==> src/rtl/pipe_hazard_ctrl_pkg.sv <==
// Shared types for the pipeline hazard controller and branch predictor.
// Holds the sequencer state encoding and the predictor-update record.
package pipe_ctrl_pkg;

    localparam int DEF_PC_WIDTH       = 32;
    localparam int DEF_REG_ADDR_WIDTH = 5;

    typedef enum logic {
        RUN   = 1'b0,
        FLUSH = 1'b1
    } state_e;

    typedef struct packed {
        logic                    valid;
        logic [DEF_PC_WIDTH-1:0] pc;
        logic                    taken;
    } bp_update_t;

endpackage

==> src/rtl/pipe_hazard_ctrl_if.sv <==
// Bundle between the pipeline datapath and the hazard controller.
// master = datapath side, slave = hazard controller.
interface pipe_hazard_ctrl_if
    import pipe_ctrl_pkg::*;
#(
    parameter int PC_WIDTH       = DEF_PC_WIDTH,
    parameter int REG_ADDR_WIDTH = DEF_REG_ADDR_WIDTH,
    parameter int CNT_WIDTH      = 16
);
    logic [REG_ADDR_WIDTH-1:0] id_rs;
    logic [REG_ADDR_WIDTH-1:0] id_rt;
    logic                      id_uses_rt;
    logic                      ex_mem_read;
    logic [REG_ADDR_WIDTH-1:0] ex_rt;
    logic                      mem_busy;
    logic                      br_valid;
    logic                      br_pred;
    logic                      br_taken;
    logic [PC_WIDTH-1:0]       br_target;
    logic [PC_WIDTH-1:0]       br_save_pc;
    logic [PC_WIDTH-1:0]       br_pc;

    logic                      pc_write;
    logic                      if_id_write;
    logic                      if_id_flush;
    logic                      id_ex_flush;
    logic                      redirect_valid;
    logic [PC_WIDTH-1:0]       redirect_pc;
    logic                      bp_upd_valid;
    logic [PC_WIDTH-1:0]       bp_upd_pc;
    logic                      bp_upd_taken;
    logic [CNT_WIDTH-1:0]      branch_count;
    logic [CNT_WIDTH-1:0]      mispredict_count;

    modport master (
        output id_rs, id_rt, id_uses_rt, ex_mem_read, ex_rt,
        output mem_busy, br_valid, br_pred, br_taken,
        output br_target, br_save_pc, br_pc,
        input  pc_write, if_id_write, if_id_flush, id_ex_flush,
        input  redirect_valid, redirect_pc,
        input  bp_upd_valid, bp_upd_pc, bp_upd_taken,
        input  branch_count, mispredict_count
    );

    modport slave (
        input  id_rs, id_rt, id_uses_rt, ex_mem_read, ex_rt,
        input  mem_busy, br_valid, br_pred, br_taken,
        input  br_target, br_save_pc, br_pc,
        output pc_write, if_id_write, if_id_flush, id_ex_flush,
        output redirect_valid, redirect_pc,
        output bp_upd_valid, bp_upd_pc, bp_upd_taken,
        output branch_count, mispredict_count
    );

endinterface

==> src/rtl/pipe_hazard_ctrl_sat_counter.sv <==
// Saturating up-counter with asynchronous active-high reset.
module sat_counter #(
    parameter int WIDTH = 16
) (
    input  logic             clk,
    input  logic             reset,
    input  logic             inc,
    output logic [WIDTH-1:0] count
);

    always_ff @(posedge clk or posedge reset) begin
        if (reset) begin
            count <= '0;
        end else if (inc && (count != '1)) begin
            count <= count + WIDTH'(1);
        end
    end

endmodule

==> src/rtl/pipe_hazard_ctrl.sv <==
// Hazard/stall/flush sequencer for the 5-stage pipeline: load-use,
// memory-busy and EX-resolved mispredict recovery, plus branch stats.
module pipe_hazard_ctrl
    import pipe_ctrl_pkg::*;
#(
    parameter int PC_WIDTH       = DEF_PC_WIDTH,
    parameter int REG_ADDR_WIDTH = DEF_REG_ADDR_WIDTH,
    parameter int FLUSH_CYCLES   = 1,
    parameter int CNT_WIDTH      = 16
) (
    input logic               clk,
    input logic               reset,
    pipe_hazard_ctrl_if.slave bus
);

    localparam logic [2:0] FC_RELOAD = 3'(FLUSH_CYCLES - 1);
    localparam bit         MULTI     = (FLUSH_CYCLES > 1);

    state_e              state_q, state_d;
    logic [2:0]          cnt_q, cnt_d;
    logic                mispredict;
    logic                load_use;
    logic                rs_hit, rt_hit;

    logic                pc_write, if_id_write;
    logic                if_id_flush, id_ex_flush;
    logic                redirect_valid;
    logic [PC_WIDTH-1:0] redirect_pc;

    logic                upd_valid_q, upd_taken_q;
    logic [PC_WIDTH-1:0] upd_pc_q;

    assign mispredict = bus.br_valid & (bus.br_taken != bus.br_pred);
    assign rs_hit     = (bus.ex_rt == bus.id_rs);
    assign rt_hit     = bus.id_uses_rt & (bus.ex_rt == bus.id_rt);
    assign load_use   = bus.ex_mem_read & (bus.ex_rt != '0)
                      & (rs_hit | rt_hit);

    always_ff @(posedge clk or posedge reset) begin
        if (reset) begin
            state_q <= RUN;
            cnt_q   <= '0;
        end else begin
            state_q <= state_d;
            cnt_q   <= cnt_d;
        end
    end

    // A mispredict always (re)starts the flush window.
    always_comb begin
        state_d = state_q;
        cnt_d   = cnt_q;
        if (mispredict) begin
            if (MULTI) begin
                state_d = FLUSH;
                cnt_d   = FC_RELOAD;
            end
        end else if ((state_q == FLUSH) && !bus.mem_busy) begin
            if (cnt_q <= 3'd1) begin
                state_d = RUN;
                cnt_d   = '0;
            end else begin
                cnt_d = cnt_q - 3'd1;
            end
        end
    end

    always_comb begin
        pc_write       = 1'b1;
        if_id_write    = 1'b1;
        if_id_flush    = 1'b0;
        id_ex_flush    = 1'b0;
        redirect_valid = 1'b0;
        redirect_pc    = '0;
        if (mispredict) begin
            redirect_valid = 1'b1;
            redirect_pc    = bus.br_taken ? bus.br_target
                                          : bus.br_save_pc;
            if_id_flush    = 1'b1;
            id_ex_flush    = 1'b1;
        end else if (state_q == FLUSH) begin
            if_id_flush = 1'b1;
            id_ex_flush = 1'b1;
            pc_write    = ~bus.mem_busy;
            if_id_write = ~bus.mem_busy;
        end else if (bus.mem_busy) begin
            pc_write    = 1'b0;
            if_id_write = 1'b0;
        end else if (load_use) begin
            pc_write    = 1'b0;
            if_id_write = 1'b0;
            id_ex_flush = 1'b1;
        end
    end

    always_ff @(posedge clk or posedge reset) begin
        if (reset) begin
            upd_valid_q <= 1'b0;
            upd_pc_q    <= '0;
            upd_taken_q <= 1'b0;
        end else begin
            upd_valid_q <= bus.br_valid;
            if (bus.br_valid) begin
                upd_pc_q    <= bus.br_pc;
                upd_taken_q <= bus.br_taken;
            end
        end
    end

    sat_counter #(.WIDTH(CNT_WIDTH)) u_br_cnt (
        .clk   (clk),
        .reset (reset),
        .inc   (bus.br_valid),
        .count (bus.branch_count)
    );

    sat_counter #(.WIDTH(CNT_WIDTH)) u_mp_cnt (
        .clk   (clk),
        .reset (reset),
        .inc   (mispredict),
        .count (bus.mispredict_count)
    );

    assign bus.pc_write       = pc_write;
    assign bus.if_id_write    = if_id_write;
    assign bus.if_id_flush    = if_id_flush;
    assign bus.id_ex_flush    = id_ex_flush;
    assign bus.redirect_valid = redirect_valid;
    assign bus.redirect_pc    = redirect_pc;
    assign bus.bp_upd_valid   = upd_valid_q;
    assign bus.bp_upd_pc      = upd_pc_q;
    assign bus.bp_upd_taken   = upd_taken_q;

endmodule

==> src/flat_wrapper.sv <==
// flat-port wrapper written by rule: the top's interface ports become plain ports
module pipe_hazard_ctrl_flat import pipe_ctrl_pkg::*;
#(
    parameter int PC_WIDTH       = DEF_PC_WIDTH,
    parameter int REG_ADDR_WIDTH = DEF_REG_ADDR_WIDTH,
    parameter int FLUSH_CYCLES   = 1,
    parameter int CNT_WIDTH      = 16
)
  (clk, reset, bus_id_rs, bus_id_rt, bus_id_uses_rt, bus_ex_mem_read, bus_ex_rt, bus_mem_busy, bus_br_valid, bus_br_pred, bus_br_taken, bus_br_target, bus_br_save_pc, bus_br_pc, bus_pc_write, bus_if_id_write, bus_if_id_flush, bus_id_ex_flush, bus_redirect_valid, bus_redirect_pc, bus_bp_upd_valid, bus_bp_upd_pc, bus_bp_upd_taken, bus_branch_count, bus_mispredict_count);
  pipe_hazard_ctrl_if #(.PC_WIDTH(PC_WIDTH), .REG_ADDR_WIDTH(REG_ADDR_WIDTH), .CNT_WIDTH(CNT_WIDTH)) bus_i ();
  input logic clk;
  input logic reset;
  input wire logic [$bits(bus_i.id_rs)-1:0] bus_id_rs;
  input wire logic [$bits(bus_i.id_rt)-1:0] bus_id_rt;
  input wire logic [$bits(bus_i.id_uses_rt)-1:0] bus_id_uses_rt;
  input wire logic [$bits(bus_i.ex_mem_read)-1:0] bus_ex_mem_read;
  input wire logic [$bits(bus_i.ex_rt)-1:0] bus_ex_rt;
  input wire logic [$bits(bus_i.mem_busy)-1:0] bus_mem_busy;
  input wire logic [$bits(bus_i.br_valid)-1:0] bus_br_valid;
  input wire logic [$bits(bus_i.br_pred)-1:0] bus_br_pred;
  input wire logic [$bits(bus_i.br_taken)-1:0] bus_br_taken;
  input wire logic [$bits(bus_i.br_target)-1:0] bus_br_target;
  input wire logic [$bits(bus_i.br_save_pc)-1:0] bus_br_save_pc;
  input wire logic [$bits(bus_i.br_pc)-1:0] bus_br_pc;
  output wire logic [$bits(bus_i.pc_write)-1:0] bus_pc_write;
  output wire logic [$bits(bus_i.if_id_write)-1:0] bus_if_id_write;
  output wire logic [$bits(bus_i.if_id_flush)-1:0] bus_if_id_flush;
  output wire logic [$bits(bus_i.id_ex_flush)-1:0] bus_id_ex_flush;
  output wire logic [$bits(bus_i.redirect_valid)-1:0] bus_redirect_valid;
  output wire logic [$bits(bus_i.redirect_pc)-1:0] bus_redirect_pc;
  output wire logic [$bits(bus_i.bp_upd_valid)-1:0] bus_bp_upd_valid;
  output wire logic [$bits(bus_i.bp_upd_pc)-1:0] bus_bp_upd_pc;
  output wire logic [$bits(bus_i.bp_upd_taken)-1:0] bus_bp_upd_taken;
  output wire logic [$bits(bus_i.branch_count)-1:0] bus_branch_count;
  output wire logic [$bits(bus_i.mispredict_count)-1:0] bus_mispredict_count;
  assign bus_i.id_rs = bus_id_rs;
  assign bus_i.id_rt = bus_id_rt;
  assign bus_i.id_uses_rt = bus_id_uses_rt;
  assign bus_i.ex_mem_read = bus_ex_mem_read;
  assign bus_i.ex_rt = bus_ex_rt;
  assign bus_i.mem_busy = bus_mem_busy;
  assign bus_i.br_valid = bus_br_valid;
  assign bus_i.br_pred = bus_br_pred;
  assign bus_i.br_taken = bus_br_taken;
  assign bus_i.br_target = bus_br_target;
  assign bus_i.br_save_pc = bus_br_save_pc;
  assign bus_i.br_pc = bus_br_pc;
  assign bus_pc_write = bus_i.pc_write;
  assign bus_if_id_write = bus_i.if_id_write;
  assign bus_if_id_flush = bus_i.if_id_flush;
  assign bus_id_ex_flush = bus_i.id_ex_flush;
  assign bus_redirect_valid = bus_i.redirect_valid;
  assign bus_redirect_pc = bus_i.redirect_pc;
  assign bus_bp_upd_valid = bus_i.bp_upd_valid;
  assign bus_bp_upd_pc = bus_i.bp_upd_pc;
  assign bus_bp_upd_taken = bus_i.bp_upd_taken;
  assign bus_branch_count = bus_i.branch_count;
  assign bus_mispredict_count = bus_i.mispredict_count;
  pipe_hazard_ctrl #(.PC_WIDTH(PC_WIDTH), .REG_ADDR_WIDTH(REG_ADDR_WIDTH), .FLUSH_CYCLES(FLUSH_CYCLES), .CNT_WIDTH(CNT_WIDTH)) u_core (.clk(clk), .reset(reset), .bus(bus_i));
endmodule
==> config.mk <==
export PLATFORM = sky130hd
export DESIGN_NAME = pipe_hazard_ctrl_flat
export DESIGN_NICKNAME = d
export VERILOG_FILES = /design/src/rtl/pipe_hazard_ctrl_pkg.sv /design/src/rtl/pipe_hazard_ctrl_if.sv /design/src/rtl/pipe_hazard_ctrl_sat_counter.sv /design/src/rtl/pipe_hazard_ctrl.sv /design/src/flat_wrapper.sv
export SDC_FILE = /design/constraint.sdc
export NUM_CORES = 1
export LEC_CHECK = 0
export ABC_AREA = 1
export BUFFER_PORTS_ARGS = -buffer_cell sky130_fd_sc_hd__buf_2
export CORE_MARGIN = 2
export CORE_UTILIZATION = 45
export CTS_CLUSTER_DIAMETER = 120
export DETAILED_ROUTE_END_ITERATION = 10
export PLACE_DENSITY = 0.82
export SETUP_SLACK_MARGIN = 0.15
export SLEW_MARGIN = 20
export SYNTH_ARGS = -nofsm -noshare
export SYNTH_HDL_FRONTEND = slang
export SYNTH_SLANG_ARGS = --single-unit
==> constraint.sdc <==
create_clock -name clk -period 2.9 [get_ports clk]
set_clock_uncertainty 0.05 [all_clocks]
set_input_delay 0.58 -clock clk [delete_from_list [all_inputs] [get_ports clk]]
set_output_delay 0.58 -clock clk [all_outputs]
set_load 0.02 [all_outputs]
* Yosys cells after proc, flatten, opt, wreduce, memory -nomap -nowiden
Cells that the tools add are included.
Word-level totals: bits in registers 66, latch bits 0, word-level logic and storage cells 29, input port bits 119, ROM bits 0, memories kept 0, RAM bits 0
Operators by class: bitwise gates (word level) 5, $add $sub $neg 2, eq/ne operators 5, div/mod/pow operators 0, shift-type cells 0, multiplexer cells 9, reduce and logical (&&, ||, !) cells 3, $lt $le $gt $ge 0, $mul 0
Operators by type and width (count):
- $mux W32 | 2
- $add A16 B1 Y16 const B | 2
- $ne A16 B16 Y1 const B | 2
- $eq A5 B5 Y1 | 2
- $mux W1 | 7
- $reduce_bool A5 Y1 | 1
- $and A1 B1 Y1 | 4
- $logic_and A1 B1 Y1 | 2
- $ne A1 B1 Y1 | 1
- $or A1 B1 Y1 | 1

* Depth between registers and ports, before layout
Gate-level depths: netlist of run 1.
depth after elaboration 7, gate-level depth with buffers 10, mapped depth without buffers 9

* By module
A second synthesis of run 1 with hierarchy kept.
Second synthesis, totals: cells, all modules 614, area, all modules 4254.1 µm²
Modules (own cells, without submodules):
- sat_counter | instances 2, area each 1069.8 µm², cells each 150
- pipe_hazard_ctrl | instances 1, area each 2114.5 µm², cells each 314

* Worst setup path after synthesis of run 1
OpenSTA, ideal clock, no wires.
kind input port to output port, start input port bus_br_taken, end output port bus_pc_write, arrival 2048 ps, stages on the path 8, buffers on the path 3, required time 2270 ps, slack 222 ps, path through buf_2 nand2_1 nand2_1 nor2_1 inv_2 clkbuf_1 nand2_1 buf_4
Between the ends: longest elaborated chain between the ends 3
RTL lines:
- from (decl) | line flat_wrapper.sv:21 | input wire logic [$bits(bus_i.br_taken)-1:0] bus_br_taken;
- $ne A1 B1 Y1 | line pipe_hazard_ctrl.sv:33 | assign mispredict = bus.br_valid & (bus.br_taken != bus.br_pred);
- $and A1 B1 Y1 | line pipe_hazard_ctrl.sv:33
- $mux W1
- to (decl) | line flat_wrapper.sv:25 | output wire logic [$bits(bus_i.pc_write)-1:0] bus_pc_write;
No other way between the ends.

* Worst setup path after layout of run 1
start input port bus_br_taken, end output port bus_redirect_pc[25]
Between the ends: longest elaborated chain between the ends 3, elaborated cells between the ends (all ways) 4
RTL lines:
- $ne A1 B1 Y1 | line pipe_hazard_ctrl.sv:33
- $and A1 B1 Y1 | line pipe_hazard_ctrl.sv:33
- $mux W32 * | line pipe_hazard_ctrl.sv:75 | if (mispredict) begin
- to (decl) | line flat_wrapper.sv:30 | output wire logic [$bits(bus_i.redirect_pc)-1:0] bus_redirect_pc;
Mark *: on every way between the ends. The rest lies on a longest branch, timed or not.

==> metrics.md, run 1 <==
| Metric | Value |
|---|---|
| Outcome | `completed` |
| Final setup violation count | `0` |
| Max Cap Violations | `0` |
| Initial core utilization | `approximately 47%` |
| # rows | `33` |
| Final wirelength | `11800 µm` |
| Hold_ws | `0.302 ns` |
| H-tree Lvls | `3` |
| Crit path kind | `in2out` |
| Leakage power | `approximately 3.1 nW` |
| TritonCTS sink count | `66` |
| Register bit total from synthesis | `between 60 and 70` |
| Worst hold-check path type | `in2async` |
| DR pass1 iterations | `6` |
| Fmax | `406 MHz` |
| Avg Cell Area, Syn | `6.78 µm²` |
| Yosys top cell area share | `42.4%` |
| Total number of yosys warnings | `0` |
| Fin crit period | `2.46 ns` |
| CTS Buf Count | `9` |
| Pwr dens | `493 mW/mm²` |
| Die X | `97.1 µm` |
| Dpl hpwl | `9250 µm` |
| Die H | `about 97 µm` |
| Crit Path Max Fanout | `34` |
| Finished Cell Area | `0.00524 mm²` |
| Slew Limit Fails | `0` |
| Per-cell routed wire length | `about 13 µm` |
| Max VDD drop | `0.236 mV` |
| Ranking of synthesized cells by area | `dfrtp_1 42%, nand2_1 31%, a21oi_1 4.1%` |
| Slew @ Worst Pin | `0.690 ns` |
| Vias | `4366` |
| Area leader, netlist | `dfrtp_1` |
| Total Neg Setup Slack | `0 ns` |
| Clock tree buffer depth | `2` |
| Syn_nets | `roughly 700` |
| Cts repair resizes | `0` |
| Vias in the first global route | `4158` |
| Layout net count | `910` |
| CP top delay family | `buffers and inverters` |
| Mapped Cells | `575` |
| Core area | `0.00830 mm²` |
| Share of layout cells above drive strength 1 | `32.1%` |
| Post-synthesis cell area | `0.00390 mm²` |
| Sequence of cells on the critical path | `buf_2 > nand2_1 > nand2_1 > nor2_1 > inv_2 > a21oi_1 > buf_2` |
| Startpoint types | `input pin` |
| DRT antenna net count | `0` |
| Clk_lat worst skew | `between 0.3 and 0.4 ns` |
| Root buffer cell | `clkbuf_8` |
| I/O pin count | `222` |
| Setup bufs post-CTS | `0` |
| Clk slew on worst S/H paths | `0.07 ns` |
| IO buf count | `221` |
| WP buf/inv | `3` |
| Max incr delay on CP | `0.31 ns` |
| Total congestion overflow | `0` |
| WP data arrival | `1.83 ns` |
| Hold Vio Cnt, Final | `0` |
| Sequential fraction of the synthesis area | `42.4%` |
| Largest net degree at the start of global routing | `36` |
| Number of diodes | `0` |
| Worst Setup End Kind | `output port` |
| Remaining DRCs | `0` |
| Max-slew headroom | `54.0%` |
| Crit path required time | `2.27 ns` |
| CTS tree | `done` |
| First-pass GRT wire length | `19200 µm` |
| Post-synthesis cell type count | `24` |
| Initial antenna violation count | `0` |
| Gr usage total | `24.8%` |
| Cell Area, Placed | `0.00506 mm²` |
| # hold bufs at CTS | `0` |
| Layout Area Growth over Synthesis | `34.5%` |
| RSZ-0062 raised after global routing | `false` |
| Placer Congestion | `1.01` |
| Area of the die | `~0.0094 mm²` |
| Post-route setup slack | `0.439 ns` |
| Worst slack, placed | `0.440 ns` |
| 1st-iter DRT viols | `201` |
| Final Cycle Share | `84.9%` |
| Slowest cell on crit path | `inv_2` |
| Routed vias/inst | `4.86` |
final timing paths:
check	slack, ns	to	depth (start not counted)	startpoint
worst max-delay path	0.44	bus_redirect_pc[25]	7	bus_br_taken
worst min-delay path	0.30	u_core.u_mp_cnt.count[1]	2	reset
worst max register to register	1.04	u_core.u_mp_cnt.count[14]	8	u_core.u_mp_cnt.count[0]
worst min register to register	0.42	u_core.bus.bp_upd_pc[28]	2	u_core.bus.bp_upd_pc[28]
max in group asynchronous	1.88	u_core.bus.bp_upd_pc[12]	3	reset
min in group clk	0.39	u_core.bus.bp_upd_pc[13]	3	bus_br_pc[13]
routing by layer:
metal,wire [µm],track usage [%],vias up
met5,0,0,-
met4,430,10.8,0
met3,793,6.12,35
met2,5830,41.6,169
met1,4720,30.4,1981
li1,-,-,2181
stage by stage:
step / utilization (%) / power, W / cells
floorplan: - / 0.00161 / 575
global placement: 61.0 / 0.00188 / 883
detailed placement: 61.0 / 0.00190 / 883
CTS: 63.2 / 0.00261 / 899
global route: 63.2 / 0.00274 / 899
finish: 63.2 / 0.00258 / 899
worst register-to-register path, stage by stage, from the launching register on:
cell,delay [ns]
dfrtp_1,0.42
ha_1,0.25
nand3_2,0.13
nor3_4,0.27
nand3_2,0.14
nand2_4,0.22
inv_4,0.12
nand2_1,0.10
nand2_1,0.05
cells in the final DEF (no fill, tap or decap), drive strengths merged, types with 5 or more instances in the layout:
| cell | count |
|---|---|
| inv | 35 |
| dfrtp | 66 |
| a21oi | 32 |
| o21ai | 7 |
| nor2 | 34 |
| nand2 | 324 |
| xnor2 | 16 |
| nor3 | 5 |
| nand3 | 17 |
| buf | 226 |
| clkbuf | 11 |
| xor2 | 9 |
logic make-up after synthesis:
group	after synthesis	share of synthesized area, %
compound gates	39	5.01
xor+xnor	25	5.62
fa+ha+maj	2	0.642
buf+inv	58	6.58
flops	66	42.4
simple gates	385	39.8
registers in the layout, summed over array words and instances, names as in the netlist:
name / count
u_core.bus.bp_upd_taken: 1
u_core.bus.bp_upd_valid: 1
u_core.bus.bp_upd_pc: 32
u_core.u_mp_cnt.count: 16
u_core.u_br_cnt.count: 16
where the power goes:
group / switching [W] / internal (W)
Combinational: 0.000460 / 0.000280
Sequential: 0.000116 / 0.00102
Clock: 0.000366 / 0.000339
cells in the mapped netlist:
cell	number
nand2_1	320
dfrtp_1	66
nor2_1	34
a21oi_1	32
inv_1	31
xnor2_1	16
clkbuf_1	15
nand3_1	13
xor2_1	9
o21ai_0	7
nand3_2	4
buf_4	3
buf_6	3
nand4_1	3
nor3_1	3
buf_2	2
ha_1	2
inv_2	2
nand2_2	2
nand2_4	2
nand3b_1	2
nor3_4	2
clkinv_1	1
inv_4	1
cell type report:
cell class                      count  area (µm²)
Clock buffer                       11         141
Multi-Input combinational cell    451        1990
Fill cell                         773        3060
Clock inverter                      5        38.8
Sequential cell                    66        1650
Timing Repair Buffer              226        1160
Tap cell                          105         131
Inverter                           35         134
No activity file was read; power rests on OpenSTA's default activity.
==> run 2: changes to the inputs <==
--- a/config.mk
+++ b/config.mk
@@ -8,10 +8,10 @@
 export ABC_AREA = 1
 export BUFFER_PORTS_ARGS = -buffer_cell sky130_fd_sc_hd__buf_2
 export CORE_MARGIN = 2
-export CORE_UTILIZATION = 45
+export CORE_UTILIZATION = 40
 export CTS_CLUSTER_DIAMETER = 120
 export DETAILED_ROUTE_END_ITERATION = 10
-export PLACE_DENSITY = 0.82
+export PLACE_DENSITY = 0.77
 export SETUP_SLACK_MARGIN = 0.15
 export SLEW_MARGIN = 20
 export SYNTH_ARGS = -nofsm -noshare
==> constraint.sdc (replaced) <==
create_clock -name clk -period 2.1 [get_ports clk]
set_clock_uncertainty 0.05 [all_clocks]
set_input_delay 0.42 -clock clk [delete_from_list [all_inputs] [get_ports clk]]
set_output_delay 0.42 -clock clk [all_outputs]
set_load 0.02 [all_outputs]
==> run 2 against run 1 <==
Against the previous run: sequential power rose by 38%; core utilization fell by 6.5 points; critical path type unchanged; non-clock buffer count rose by 6; first-iteration DRC count fell by 21%; critical path depth rose by 1; highest routed layer unchanged.
==> metrics.md, run 2 (same netlist as run 1, synthesis figures left out) <==
| Metric | Value |
|---|---|
| # hold bufs at CTS | `0` |
| Max-slew headroom | `approximately 71%` |
| Sequence of cells on the critical path | `buf_2 > nand2_1 > nand2_1 > nor2_4 > inv_2 > buf_12 > a21oi_1 > buf_2` |
| Root buffer cell | `clkbuf_8` |
| Startpoint types | `input pin` |
| Most common cell after layout, fill and taps aside | `nand2_1` |
| Hold_ws | `0.0371 ns` |
| Vias | `4311` |
| Clk_lat worst skew | `0.33 ns` |
| Outcome | `completed` |
| Dpl hpwl | `about 9300 µm` |
| Crit path kind | `in2out` |
| Clock tree buffer depth | `2` |
| Worst Setup End Kind | `output port` |
| Vias in the first global route | `3901` |
| Largest net degree at the start of global routing | `51` |
| Final Cycle Share | `89.9%` |
| Routed vias/inst | `4.62` |
| WP data arrival | `1.42 ns` |
| Die H | `103 µm` |
| Crit path required time | `1.63 ns` |
| Slew @ Worst Pin | `0.434 ns` |
| H-tree Lvls | `3` |
| Remaining DRCs | `0` |
| Total congestion overflow | `0` |
| Initial antenna violation count | `0` |
| Crit path depth | `8` |
| Layout Area Growth over Synthesis | `39.5%` |
| Slew Limit Fails | `0` |
| Util after Layout | `56.7%` |
| Max reg flops | `32` |
| Placer Congestion | `a little over 0.9` |
| Fin crit period | `1.89 ns` |
| RSZ-0062 raised after global routing | `false` |
| Number of diodes | `0` |
| Clk slew on worst S/H paths | `about 0.07 ns` |
| Most frequent cells in the layout | `320 x nand2_1, 220 x buf_2, 66 x dfrtp_1` |
| 1st-iter DRT viols | `159` |
| Worst hold-check path type | `in2async` |
| Max Cap Violations | `0` |
| Setup bufs post-CTS | `0` |
| Final wirelength | `11800 µm` |
| TritonCTS sink count | `66` |
| Share of layout cells above drive strength 1 | `approximately 34%` |
| Total Neg Setup Slack | `0 ns` |
| Hold Vio Cnt, Final | `0` |
| Die X | `103 µm` |
| Cts repair resizes | `1` |
| First-pass GRT wire length | `18200 µm` |
| Max incr delay on CP | `about 0.21 ns` |
| Gr usage total | `around 22%` |
| Area of the die | `0.0105 mm²` |
| Fmax | `530 MHz` |
| Slowest cell on crit path | `buf_2` |
| CTS Buf Count | `9` |
| Per-cell routed wire length | `12.6 µm` |
| Pwr dens | `700 mW/mm²` |
| IO buf count | `221` |
| Layout net count | `916` |
| CP top delay family | `buffers and inverters` |
| DRT antenna net count | `0` |
| I/O pin count | `222` |
| CTS tree | `done` |
| Crit Path Max Fanout | `34` |
| Leakage power | `3.18 nW` |
| Reg2Reg Depth | `8` |
| Final setup violation count | `0` |
| # rows | `36` |
| Initial core utilization | `40.6%` |
| Core area | `around 0.0096 mm²` |
| DR pass1 iterations | `4` |
| WP buf/inv | `4` |
| Max VDD drop | `0.394 mV` |
run 2: final cells by class:
cell class | instances | area [µm²]
Clock buffer | 10 | 128
Clock inverter | 6 | 90.1
Fill cell | 929 | 4160
Inverter | 35 | 138
Multi-Input combinational cell | 451 | 2050
Sequential cell | 66 | 1650
Tap cell | 133 | 166
Timing Repair Buffer | 232 | 1220
run 2: path summary, 6_finish.rpt:
| check | start | endpoint | slack [ns] |
|---|---|---|---|
| hold reg to reg | u_core.bus.bp_upd_pc[6] | u_core.bus.bp_upd_pc[6] | 0.42 |
| hold / removal | reset | u_core.u_mp_cnt.count[12] | 0.04 |
| min in group clk | bus_br_pc[30] | u_core.bus.bp_upd_pc[30] | 0.23 |
| setup reg to reg | u_core.u_br_cnt.count[0] | u_core.u_br_cnt.count[14] | 0.32 |
| setup / recovery | bus_br_taken | bus_redirect_pc[29] | 0.21 |
| max in group asynchronous | reset | u_core.u_br_cnt.count[12] | 1.37 |
run 2: layer usage:
metal	GRT usage, %	up-vias	wire (µm)
li1	-	2200	-
met1	27.1	1931	4990
met2	38.2	158	5760
met3	4.81	22	744
met4	7.69	0	293
met5	0	-	0
run 2: per-stage QoR:
step	cell area (µm²)	total power [W]	cells	worst slack, ns
2_1_floorplan	3940	0.00224	575	0.0132
3_3_place_gp	5200	0.00262	917	0.160
3_5_place_dp	5200	0.00266	917	0.129
4_1_cts	5420	0.00384	933	0.164
5_1_grt	5440	0.00405	933	0.156
6_report	5440	0.00381	933	0.212
run 2: report_power, final:
group / switching, W / internal, W / leakage, nW
combinational: 0.000653 / 0.000403 / 2.23
sequential: 0.000159 / 0.00141 / 0.847
clock: 0.000504 / 0.000673 / 0.107
run 2: worst reg2reg max path: stages (launching register included):
cell and delay (ns):
dfrtp_1 0.40, ha_1 0.24, nand3_2 0.14, nor3_4 0.24
nand3_2 0.16, nand2_8 0.16, inv_2 0.13, nand2_1 0.10
nand2_1 0.05
==> run 3: changes to the inputs <==
--- a/config.mk
+++ b/config.mk
@@ -5,10 +5,9 @@
 export SDC_FILE = /design/constraint.sdc
 export NUM_CORES = 1
 export LEC_CHECK = 0
-export ABC_AREA = 1
 export BUFFER_PORTS_ARGS = -buffer_cell sky130_fd_sc_hd__buf_2
 export CORE_MARGIN = 2
-export CORE_UTILIZATION = 40
+export CORE_UTILIZATION = 39
 export CTS_CLUSTER_DIAMETER = 120
 export DETAILED_ROUTE_END_ITERATION = 10
 export PLACE_DENSITY = 0.77
==> run 3 against run 2 <==
Against the previous run: hold slack better by 0.099 ns; clock power down 14%; sequential power up 8%; die area down 7.3%; routed wire length down 17%; design area down 6.6%; setup slack worse by 0.11 ns; register-to-register slack worse by 0.05 ns; via count down 24%.
==> metrics.md, run 3 <==
| Metric | Value |
|---|---|
| Hold Vio Cnt, Final | `0` |
| Post-synthesis cell area | `~0.0035 mm²` |
| Die H | `slightly below 100 µm` |
| Post-synth EDFFs | `0` |
| Remaining DRCs | `0` |
| Clock tree buffer depth | `2` |
| Clk slew on worst S/H paths | `0.07 ns` |
| Most common library cells after synthesis | `66 x dfrtp_1, 41 x nor2_1, 34 x mux2_2` |
| Crit path required time | `1.63 ns` |
| Layout Area Growth over Synthesis | `44.6%` |
| RSZ-0062 raised after global routing | `true` |
| DR pass1 iterations | `4` |
| Leakage power | `2.69 nW` |
| WP data arrival | `1.53 ns` |
| Non-filler instance count after layout | `663` |
| DRT antenna net count | `0` |
| Util after Layout | `58.2%` |
| I/O pin count | `222` |
| Post-synthesis compound-gate area fraction | `3.74%` |
| Worst Setup End Kind | `output port` |
| Slowest cell on crit path | `or4_1` |
| Per-cell routed wire length | `around 15 µm` |
| Storage cell area | `0.00165 mm²` |
| Post-synth ARST share | `100%` |
| Mapped Cells | `321` |
| Initial core utilization | `about two fifths` |
| Total congestion overflow | `0` |
| Dpl hpwl | `7950 µm` |
| Area leader, netlist | `dfrtp_1` |
| Post-synthesis cell type count | `38` |
| CTS tree | `done` |
| Total number of yosys warnings | `0` |
| Top_reg_cell synth | `dfrtp_1` |
| Most common cell after layout, fill and taps aside | `buf_2` |
| Slew @ Worst Pin | `0.410 ns` |
| Ranking of synthesized cells by area | `dfrtp_1 47%, mux2_2 11%, mux2i_1 9.1%` |
| Crit Path Max Fanout | `3` |
| Root buffer cell | `clkbuf_8` |
| Max VDD drop | `0.338 mV` |
| Filler cell count in the final layout | `769` |
| Slew Limit Fails | `0` |
| Simple-Gate Fraction of Synth Area | `between 10% and 20%` |
| Post-Synth Adder-Cell Area | `0.713%` |
| Outcome | `completed` |
| # hold bufs at CTS | `0` |
| Final Cycle Share | `95.3%` |
| Dpl cells | `around 650` |
| Placer Congestion | `0.934` |
| Register bit total from synthesis | `66` |
| Xor/xnor share of the synthesized area | `7.45%` |
| Vias in the first global route | `3289` |
| Fin crit period | `approximately 2 ns` |
| Avg Cell Area, Syn | `around 11 µm²` |
| Largest family of logic cells by synthesized area | `multiplexers` |
| Initial antenna violation count | `0` |
| Max-slew headroom | `72.7%` |
| Area of the die | `0.00978 mm²` |
| Cell Area, Placed | `0.00482 mm²` |
| IO buf count | `221` |
| Max reg flops | `32` |
| Core area | `0.00872 mm²` |
| Final setup violation count | `0` |
| Most common cell in the netlist | `dfrtp_1` |
| Multi-input gate area | `0.00182 mm²` |
| Fmax | `500 MHz` |
| Number of diodes | `0` |
| Vias | `3291` |
| Routed vias/inst | `4.96` |
| Mux contribution to synthesized area | `between 20 and 25%` |
| Worst hold-check path type | `in2async` |
| H-tree Lvls | `3` |
| # rows | `34` |
| Clk_lat worst skew | `~0.33 ns` |
| Share of layout cells above drive strength 1 | `between 50% and 60%` |
| Finished Cell Area | `0.00508 mm²` |
| Sequence of cells on the critical path | `buf_2 > or4_1 > o21ai_2 > o31a_1 > buf_4` |
| Final wirelength | `9800 µm` |
| Tot Pwr | `0.00393 W` |
| Largest net degree at the start of global routing | `67` |
| Syn_nets | `around 440` |
| Sequential fraction of the synthesis area | `47.0%` |
| Layout net count | `672` |
| Gr usage total | `19.6%` |
| Hold_ws | `0.136 ns` |
| Die X | `between 90 and 100 µm` |
| Startpoint types | `input pin` |
| Pwr dens | `775 mW/mm²` |
| CTS Buf Count | `9` |
| 1st-iter DRT viols | `87` |
| Max incr delay on CP | `0.53 ns` |
| Max Cap Violations | `0` |
| Most frequent cells in the layout | `213 x buf_2, 66 x dfrtp_1, 34 x mux2_2` |
| Crit path kind | `in2out` |
| TritonCTS sink count | `between 60 and 70` |
| First-pass GRT wire length | `15200 µm` |
| Yosys top cell area share | `a little under half` |
| Flop2flop setup slack | `~0.27 ns` |
## run 3: cell types whose count changed after synthesis, sizes merged, moves of 7 or more
cell    before  now
a21oi       32    8
and3         0   12
clkbuf      15    1
inv         34    5
mux2         0   40
mux2i        0   32
nand2      324   10
nand3       17   10
nand4        3   12
nor2        34   41
nor3         5   13
xor2         9   19
## run 3: cell families (layout without fill, tap and decap cells)
| logic type | after synthesis | count (layout) |
|---|---|---|
| compound gates | 21 | 21 |
| mux | 72 | 72 |
| xor+xnor | 29 | 29 |
| simple gates | 111 | 111 |
| fa+ha+maj | 2 | 2 |
| buf+inv | 20 | 254 |
| flops | 66 | 66 |
## run 3: layer usage
layer	global-route usage [%]	part of all wire, %
met3	3.97	6.1
met1	20.0	35
met2	37.7	56
met4	9.17	2.3
met5	0	0
## run 3: through the flow
step	setup TNS, ns	setup slack (ns)
after floorplan	0	0.0805
after global placement	0	0.0211
after detailed placement	0	0.0286
after CTS	0	0.0924
after global routing	-0.0819	-0.0330
final	0	0.0991
## run 3: cell type report
cell class                 instances  area share, %
multi-input combinational        235           35.8
clock buffer                      12           2.86
sequential                        66           32.5
tap                              108           2.66
clock inverter                     3          0.789
timing repair buffer             234           24.9
inverter                           5          0.444
## run 3: what timing repair did
item	CTS	global route
resized for setup	10	8
pin swaps	6	5
cloned	0	0
setup endpoints to repair	8	5
setup buffers	0	0
## run 3: worst max-delay path, delay by kind of cell
kind,cells,cell delay [ns]
AND/OR/NAND/NOR,1,0.53
AO/OA/AOI/OAI,2,0.31
buffers and inverters,2,0.26
## run 3: power breakdown
group / switching, W / internal (W) / total (W)
registers: 0.000221 / 0.00147 / 0.00169
logic: 0.000715 / 0.000512 / 0.00123
clock network: 0.000446 / 0.000572 / 0.00102
## run 3: worst paths after layout
kind	startpoint	to	depth (start not counted)
min in group clk	bus_br_pc[14]	u_core.bus.bp_upd_pc[14]	2
worst min register to register	u_core.u_br_cnt.count[14]	u_core.u_br_cnt.count[14]	1
worst max-delay path	bus_ex_rt[1]	bus_if_id_write	5
worst min-delay path	reset	u_core.bus.bp_upd_pc[25]	3
worst max register to register	u_core.u_mp_cnt.count[0]	u_core.u_mp_cnt.count[5]	5
max in group asynchronous	reset	u_core.u_mp_cnt.count[6]	3
